`src/rtl/break_value_collector_if.sv`:
```
// Occurrence-record stream and result handshake between the break value collector and its neighbours.
// The master side drives records and acknowledges results. The slave side (the collector) consumes records and presents results.
interface break_value_collector_if #(
  parameter int NSAT      = 3,
  parameter int MCB       = 5,
  parameter int NSAT_BITS = $clog2(NSAT)
);
  logic                  occ_valid_i;
  logic                  occ_ready_o;
  logic [NSAT_BITS-1:0]  occ_slot_i;
  logic                  occ_critical_i;
  logic                  occ_last_i;
  logic [NSAT*MCB-1:0]   break_values_o;
  logic [NSAT-1:0]       break_values_valid_o;
  logic                  done_o;
  logic                  result_ack_i;

  modport master (
    output occ_valid_i, occ_slot_i, occ_critical_i, occ_last_i, result_ack_i,
    input  occ_ready_o, break_values_o, break_values_valid_o, done_o
  );

  modport slave (
    input  occ_valid_i, occ_slot_i, occ_critical_i, occ_last_i, result_ack_i,
    output occ_ready_o, break_values_o, break_values_valid_o, done_o
  );
endinterface

```
`src/rtl/break_value_collector.sv`:
```
// Counts critical occurrences (the break value) per literal slot of the chosen unsatisfied clause.
// Optional macro BREAK_OVERFLOW_FLAG_EN adds sticky per-slot saturation flags on overflow_o.
module break_value_collector #(
  parameter int MAX_CLAUSES_PER_VARIABLE = 20,
  parameter int NSAT                     = 3
) (
  input  logic                     clk,
  input  logic                     reset,
  input  logic                     start_i,
  input  logic [NSAT-1:0]          slot_mask_i,
  break_value_collector_if.slave   bus,
  output logic                     busy_o,
  output logic                     error_o
`ifdef BREAK_OVERFLOW_FLAG_EN
  ,
  output logic [NSAT-1:0]          overflow_o
`endif
);
  localparam int MCB       = $clog2(MAX_CLAUSES_PER_VARIABLE);
  localparam int NSAT_BITS = $clog2(NSAT);
  localparam logic [MCB-1:0] CNT_MAX = {MCB{1'b1}};

  typedef enum logic [1:0] {
    S_IDLE    = 2'd0,
    S_COLLECT = 2'd1,
    S_DONE    = 2'd2
  } state_e;

  state_e              state_q, state_d;
  logic [NSAT-1:0]     mask_q, mask_d;
  logic [NSAT-1:0]     pending_q, pending_d;
  logic [NSAT-1:0]     valid_q, valid_d;
  logic [NSAT*MCB-1:0] counts_q, counts_d;
  logic                done_q, done_d;
  logic                busy_q, busy_d;
  logic                ready_q, ready_d;
  logic                error_q, error_d;
  logic [NSAT-1:0]     ovf_q, ovf_d;
  logic [NSAT-1:0]     slot_sel_s;
  logic                accept_s;
  logic                rec_ok_s;

  always_comb begin
    for (int k = 0; k < NSAT; k++) begin
      slot_sel_s[k] = (bus.occ_slot_i == NSAT_BITS'(k));
    end
    accept_s  = (state_q == S_COLLECT) && bus.occ_valid_i && ready_q;
    // A record is only legal for a slot that is still pending; this also rejects out-of-range and unmasked slots.
    rec_ok_s  = |(slot_sel_s & pending_q);

    state_d   = state_q;
    mask_d    = mask_q;
    pending_d = pending_q;
    counts_d  = counts_q;
    error_d   = error_q;
    ovf_d     = ovf_q;

    case (state_q)
      S_IDLE: begin
        if (start_i) begin
          mask_d    = slot_mask_i;
          pending_d = slot_mask_i;
          counts_d  = '0;
          error_d   = 1'b0;
          ovf_d     = '0;
          state_d   = (slot_mask_i != '0) ? S_COLLECT : S_DONE;
        end else begin
          state_d   = S_IDLE;
        end
      end
      S_COLLECT: begin
        if (accept_s && rec_ok_s) begin
          for (int k = 0; k < NSAT; k++) begin
            if (slot_sel_s[k]) begin
              if (bus.occ_critical_i && (counts_q[k*MCB +: MCB] != CNT_MAX)) begin
                counts_d[k*MCB +: MCB] = counts_q[k*MCB +: MCB] + MCB'(1);
              end else if (bus.occ_critical_i) begin
                ovf_d[k] = 1'b1;
              end else begin
                counts_d[k*MCB +: MCB] = counts_q[k*MCB +: MCB];
              end
              if (bus.occ_last_i) begin
                pending_d[k] = 1'b0;
              end else begin
                pending_d[k] = pending_q[k];
              end
            end else begin
              pending_d[k] = pending_q[k];
            end
          end
        end else if (accept_s) begin
          error_d = 1'b1;
        end else begin
          error_d = error_q;
        end
        state_d = (pending_d == '0) ? S_DONE : S_COLLECT;
      end
      S_DONE: begin
        if (bus.result_ack_i) begin
          state_d = S_IDLE;
        end else begin
          state_d = S_DONE;
        end
      end
      default: begin
        state_d = S_IDLE;
      end
    endcase

    // Outputs are decoded from the next state so that they change on the same edge as the state.
    ready_d = (state_d == S_COLLECT);
    done_d  = (state_d == S_DONE);
    busy_d  = (state_d != S_IDLE);
    valid_d = (state_d == S_DONE) ? mask_d : '0;
  end

  always_ff @(posedge clk) begin
    if (reset) begin
      state_q   <= S_IDLE;
      mask_q    <= '0;
      pending_q <= '0;
      valid_q   <= '0;
      counts_q  <= '0;
      done_q    <= 1'b0;
      busy_q    <= 1'b0;
      ready_q   <= 1'b0;
      error_q   <= 1'b0;
      ovf_q     <= '0;
    end else begin
      state_q   <= state_d;
      mask_q    <= mask_d;
      pending_q <= pending_d;
      valid_q   <= valid_d;
      counts_q  <= counts_d;
      done_q    <= done_d;
      busy_q    <= busy_d;
      ready_q   <= ready_d;
      error_q   <= error_d;
      ovf_q     <= ovf_d;
    end
  end

  assign bus.occ_ready_o          = ready_q;
  assign bus.break_values_o       = counts_q;
  assign bus.break_values_valid_o = valid_q;
  assign bus.done_o               = done_q;
  assign busy_o                   = busy_q;
  assign error_o                  = error_q;
`ifdef BREAK_OVERFLOW_FLAG_EN
  assign overflow_o               = ovf_q;
`else
  logic unused_ovf_s;
  assign unused_ovf_s             = ^ovf_q;
`endif
endmodule

```
`src/flat_wrapper.sv`:
```
// flat-port wrapper written by rule: the top's interface ports become plain ports
module break_value_collector_flat 
#(
  parameter int MAX_CLAUSES_PER_VARIABLE = 20,
  parameter int NSAT                     = 3
)
  (clk, reset, start_i, slot_mask_i, busy_o, error_o, bus_occ_valid_i, bus_occ_slot_i, bus_occ_critical_i, bus_occ_last_i, bus_result_ack_i, bus_occ_ready_o, bus_break_values_o, bus_break_values_valid_o, bus_done_o);
  break_value_collector_if #(.NSAT(NSAT), .MCB((5))) bus_i ();
  input  logic clk;
  input  logic reset;
  input  logic start_i;
  input  logic [NSAT-1:0] slot_mask_i;
  output logic busy_o;
  output logic error_o;
  input wire logic [$bits(bus_i.occ_valid_i)-1:0] bus_occ_valid_i;
  input wire logic [$bits(bus_i.occ_slot_i)-1:0] bus_occ_slot_i;
  input wire logic [$bits(bus_i.occ_critical_i)-1:0] bus_occ_critical_i;
  input wire logic [$bits(bus_i.occ_last_i)-1:0] bus_occ_last_i;
  input wire logic [$bits(bus_i.result_ack_i)-1:0] bus_result_ack_i;
  output wire logic [$bits(bus_i.occ_ready_o)-1:0] bus_occ_ready_o;
  output wire logic [$bits(bus_i.break_values_o)-1:0] bus_break_values_o;
  output wire logic [$bits(bus_i.break_values_valid_o)-1:0] bus_break_values_valid_o;
  output wire logic [$bits(bus_i.done_o)-1:0] bus_done_o;
  assign bus_i.occ_valid_i = bus_occ_valid_i;
  assign bus_i.occ_slot_i = bus_occ_slot_i;
  assign bus_i.occ_critical_i = bus_occ_critical_i;
  assign bus_i.occ_last_i = bus_occ_last_i;
  assign bus_i.result_ack_i = bus_result_ack_i;
  assign bus_occ_ready_o = bus_i.occ_ready_o;
  assign bus_break_values_o = bus_i.break_values_o;
  assign bus_break_values_valid_o = bus_i.break_values_valid_o;
  assign bus_done_o = bus_i.done_o;
  break_value_collector #(.MAX_CLAUSES_PER_VARIABLE(MAX_CLAUSES_PER_VARIABLE), .NSAT(NSAT)) u_core (.clk(clk), .reset(reset), .start_i(start_i), .slot_mask_i(slot_mask_i), .bus(bus_i), .busy_o(busy_o), .error_o(error_o));
endmodule
```
`config.mk`:
```
export PLATFORM = sky130hd
export DESIGN_NAME = break_value_collector_flat
export DESIGN_NICKNAME = d
export VERILOG_FILES = /design/src/rtl/break_value_collector_if.sv /design/src/rtl/break_value_collector.sv /design/src/flat_wrapper.sv
export SDC_FILE = /design/constraint.sdc
export NUM_CORES = 1
export LEC_CHECK = 0
export ABC_AREA = 0
export BUFFER_PORTS_ARGS = -buffer_cell sky130_fd_sc_hd__buf_4
export CORE_ASPECT_RATIO = 1.75
export CORE_MARGIN = 3
export CORE_UTILIZATION = 50
export CTS_BUF_LIST = sky130_fd_sc_hd__clkbuf_16
export DETAILED_ROUTE_END_ITERATION = 8
export PLACE_DENSITY_LB_ADDON = 0.2
export SLEW_MARGIN = 20
export SYNTH_ARGS = -nofsm -noshare
export SYNTH_HDL_FRONTEND = slang
export SYNTH_SLANG_ARGS = --single-unit
```
`constraint.sdc`:
```
create_clock -name clk -period 5.7 [get_ports clk]
set_clock_uncertainty 0.1 [all_clocks]
set_input_delay 0.855 -clock clk [delete_from_list [all_inputs] [get_ports clk]]
set_output_delay 0.855 -clock clk [all_outputs]
set_load 0.01 [all_outputs]
```
Word level (Yosys, flattened, before mapping)
Index checks and enable logic that the tools add are counted.
Storage, ports and cells
  register bits after elaboration: 30
  input port bits: 12
Operators by class
  add/sub/neg operators: 3
  reduce and logical (&&, ||, !) cells: 19
  eq/ne operators: 19
  multiplexer cells: 30
  bitwise gates (word level): 2
Operators by type and width (number)
  two-way mux 15 bit: 2
  two-way mux 5 bit: 6
  one-hot mux 15 bit (2 select lines): 1
  adder 5 x 1 -> 5 bit, second input constant: 3
  two-way mux 3 bit: 5
  inequality test 5 bit, second input constant: 3
  AND reduction 5 bit: 3
  inequality test 2 bit, second input constant: 6
  two-way mux 1 bit: 9
  two-way mux 2 bit: 4
  inequality test 2 x 1 -> 1 bit, second input constant: 4
  == test 2 x 1 -> 1 bit, second input constant: 3
  == test 2 bit, second input constant: 3
  logical AND 1 bit: 6
  one-hot mux 2 bit (3 select lines): 1
  one-hot mux 3 bit (2 select lines): 1
  logical NOT 2 bit: 2
  AND reduction 4 bit: 1
  nonzero test 2 bit: 2
  bitwise AND 3 bit: 1
  logical NOT 3 bit: 1
  nonzero test 3 bit: 1
  OR reduction 3 bit: 1
  one-hot mux 1 bit (2 select lines): 1
  other kinds (3): 3

Depth between registers and ports, before layout
  depth in word-level cells: 12
  depth in mapped cells: 8
  mapped depth without buffers: 8

Worst setup path before layout
No wires, ideal clock.
  path type: in2reg
  from: in bus_occ_slot_i[0]
  to: reg u_core.counts_q[0] (netlist: u_core.bus.break_values_o[0])
  setup slack: 3430 ps
  stages: 7
  required time: 5483 ps
  library setup time: 117 ps
  data arrival time: 2053 ps
  path buffers: 2
  cell sequence: buf_6 > mux2_2 > a211oi_2 > buf_6 > nor2_1 > xnor2_1 > nor2_1
Between the ends
  word-level cells in the longest chain between the ends: 6
  elaborated cells on any way between the ends: 9
Ends and longest elaborated chain
  from (decl): RTL line flat_wrapper.sv:16  | input wire logic [$bits(bus_i.occ_slot_i)-1:0] bus_occ_slot_i;
  == test 2 x 1 -> 1 bit (tied with other cells): RTL line break_value_collector.sv:45  | slot_sel_s[k] = (bus.occ_slot_i == NSAT_BITS'(k));
  bitwise AND 3 bit: RTL line break_value_collector.sv:49  | rec_ok_s = |(slot_sel_s & pending_q);
  OR reduction 3 bit: RTL line break_value_collector.sv:49
  logical AND 1 bit: RTL line break_value_collector.sv:72  | if (accept_s && rec_ok_s) begin
  inequality test 2 bit (no line)
  AND reduction 5 bit (no line) (*)
  to (signal assigned): RTL line break_value_collector.sv:134  | counts_q <= counts_d;
  to (decl): RTL line break_value_collector.sv:33  | logic [NSAT*MCB-1:0] counts_q, counts_d;
Every way passes the cells marked *; elsewhere a longest branch is shown, timed or not.
A chain may end at the register's enable or synchronous reset.

Final worst setup path
  from: in bus_occ_slot_i[0]
  to: reg u_core.counts_q[14] (netlist: u_core.bus.break_values_o[14])
The elaborated chain is that of the path after synthesis.

==> out/metrics.cfg <==
[worst_setup_path]
cp-start-kind=primary input
crit_slowest_cell=a211oi_2
cpMostUsedCell=nor2_1
worst-path-stages=6
crit_arrival_ps=2560
cpLargestDelayFamily=compound AO/OA/AOI/OAI gates
r2r_cells=8
path_buf_inv=1
critPathMaxStageDelay_ps=700
cp_max_fo=14
end_kind=register
r2r-end=u_core.bus.break_values_o[14]$_SDFFE_PP0P_
cp.required_ps=5740
crit_chain=buf_4, mux2_2, a211oi_2, nor2_1, mux2i_1, nor2_1
r2r-start=u_core.bus.break_values_o[10]$_SDFFE_PP0P_
setup.worst_path.end=u_core.bus.break_values_o[14]$_SDFFE_PP0P_
crit_type=in2reg
cp-startpoint=bus_occ_slot_i[0]
reg2reg_slack_ps=3550

[clock_network]
cts-resized-gates=0
cts_setup_buffers=0
cts.sinks=30
clock_latency_ps=270
clockRootBuffer=clkbuf_16
cts_hold_repair.buffers=0
clk_path_buf_depth=2
cts_buffers=5
htree_num_levels=2
cts_tree=built
path_clk_slew_ps=50

[place]
io_buffers=33
post-dp-hpwl_um=2420
place_congestion=0.871

[timing]
rsz0062_at_grt=false
tightest_slew_ps=792
tns_ps=0
max_freq_ghz=0.398
finalCriticalPeriod_ps=2510
setup_viol=0
drv_slew=0
slew_headroom_pct=47.1
fin_crit_sh_pct=44.1
hold_viol=0

[floorplan]
rows=25
initial_core_util_pct=52.5
die_y_um=76.7
die_width_um=46.4
io_pins=34
core_um2=2720
die-area_um2=3560

[final_layout]
layout_common_cells=buf_4 (33), dfxtp_1 (30), nor2_1 (24), a21oi_1 (11), xnor2_1 (9)
ff_latch_area_um2=601
drive_gt1_share_pct=25.4
syn_to_final_growth_pct=29.7
fill_cells=220
n_antenna_cell=0
multiInputGateArea_um2=769
layout_commonest_cell=buf_4
nNetsFinal=206

[worst_hold_path]
hold_path.class=reg2reg

[global_route]
grt_pass1_vias=1312
grt_antenna_before_repair=0
grtUsageTotal_pct=22.3
gr-total-overflow=0
grt_max_degree=18
grt_pass1_wl_um=5790

[logic_synthesis]
seq_area_frac_synth_pct=42.1
netlist_area_um2=1430
synth-edff-count=0
syn_nets=173
synth.distinct_cells=38
netlist_instances=155
ys_seq_elements=30
ys_async_sr_fraction_pct=0
ys.flop_type=dfxtp_1
avgSynthCellArea_um2=9.21
yosysWarningCount=0

[pwr]
seqPwrFrac_pct=35.8
leakagePower_nw=0.794
p_int_w=0.000503
p_clk_share_pct=52.1
switching_share_pct=22.1
power_w=0.000646
power.switching_w=0.000143
ir_worst_vdd_uv=274
combPwrFrac_pct=12.1
p_per_area_nw_per_um2=349

[detailed_routing]
drt_iter0_drc=19
drt_wl_total_um=3360
vias=1256
drc_errors=0
ant_nets=0
viasPerCell=5.81
wire_per_inst_um=15.6
firstDrtPassIters=4

[run_status]
status=finished clean

[run]
drv_cap=0

per-layer routing:
metal  GRT usage, %  vias up  part of all wire [%]
met2           37.8       42                    56
met1           23.2      585                    36
li1               -      619                     -
met3           5.16       10                   5.3
met5              0        -                     0
met4           12.8        0                   3.0
sequential cells by signal (all words and copies together) (netlist names):
| register | count |
|---|---|
| u_core.bus.break_values_o | 15 |
| u_core.bus.break_values_valid_o | 3 |
| u_core.mask_q | 3 |
| u_core.pending_q | 3 |
| u_core.state_q | 2 |
| u_core.bus.done_o | 1 |
| u_core.bus.occ_ready_o | 1 |
| u_core.busy_o | 1 |
| u_core.error_o | 1 |
cell families (layout without fill, tap and decap cells):
logic type	after synthesis	count (layout)	share of synthesized area, %
mux	5	5	3.59
compound gates	31	31	14.6
xor+xnor	9	9	5.52
buf+inv	10	44	4.03
fa+ha+maj	6	6	5.26
flops	30	30	42.1
simple gates	64	64	24.9
power groups by stage:
stage | registers (W) | logic (W) | clock network [W]
finish | 0.000231 | 0.0000782 | 0.000337
global route | 0.000232 | 0.0000877 | 0.000353
CTS | 0.000231 | 0.0000790 | 0.000344
detailed placement | 0.000235 | 0.0000778 | 0
global placement | 0.000234 | 0.0000759 | 0
floorplan | 0.000235 | 0.0000526 | 0
layout make-up:
class / instances / area share (%)
Inverter: 3 / 0.608
Multi-Input combinational cell: 115 / 41.6
Timing Repair Buffer: 33 / 13.4
Sequential cell: 30 / 32.4
Clock inverter: 3 / 3.45
Clock buffer: 5 / 6.76
Tap cell: 27 / 1.82
how the worst min path moves through the flow:
stage	start	to	cells after the start
floorplan	u_core.mask_q[1]$_SDFF_PP0_	u_core.bus.break_values_valid_o[1]$_SDFF_PP0_	2
global placement	u_core.error_o$_SDFFE_PP0P_	u_core.error_o$_SDFFE_PP0P_	2
detailed placement	u_core.error_o$_SDFFE_PP0P_	u_core.error_o$_SDFFE_PP0P_	2
CTS	u_core.error_o$_SDFFE_PP0P_	u_core.error_o$_SDFFE_PP0P_	2
global route	u_core.error_o$_SDFFE_PP0P_	u_core.error_o$_SDFFE_PP0P_	2
finish	u_core.error_o$_SDFFE_PP0P_	u_core.error_o$_SDFFE_PP0P_	2
per-stage QoR:
stage          hold WS, ps  utilization [%]  worst slack [ps]  cell area, um2  std cells
3_3_place_gp           353             61.1              3040            1660        208
2_1_floorplan          360                -              3430            1430        155
5_1_grt                429             68.0              2970            1850        216
3_5_place_dp           362             61.1              2970            1660        208
6_report               368             68.0              3190            1850        216
4_1_cts                374             68.0              3170            1850        216
cells in the mapped netlist (2+ instances only):
cell type,instances,share of area [%]
a21oi_1,11,3.9
nor3_1,6,2.1
xnor2_1,9,5.5
o311ai_0,2,1.2
nor3b_1,3,1.6
and3_1,3,1.3
nand2b_1,2,0.88
dfxtp_1,30,42
mux2i_1,4,2.8
ha_1,6,5.3
buf_6,2,1.6
a21boi_0,2,1.1
nor2_1,24,6.3
o21ai_0,7,2.5
inv_1,3,0.79
nor4b_1,3,1.8
nand3_1,8,2.8
o22ai_1,4,1.8
clkbuf_1,3,0.79
nand2_1,5,1.3
worst min-delay path: stages (launching register included):
cell     delay, ps
dfxtp_1        320
a21oi_1         40
nor2_1          70
(Power assumes the default switching activity.)
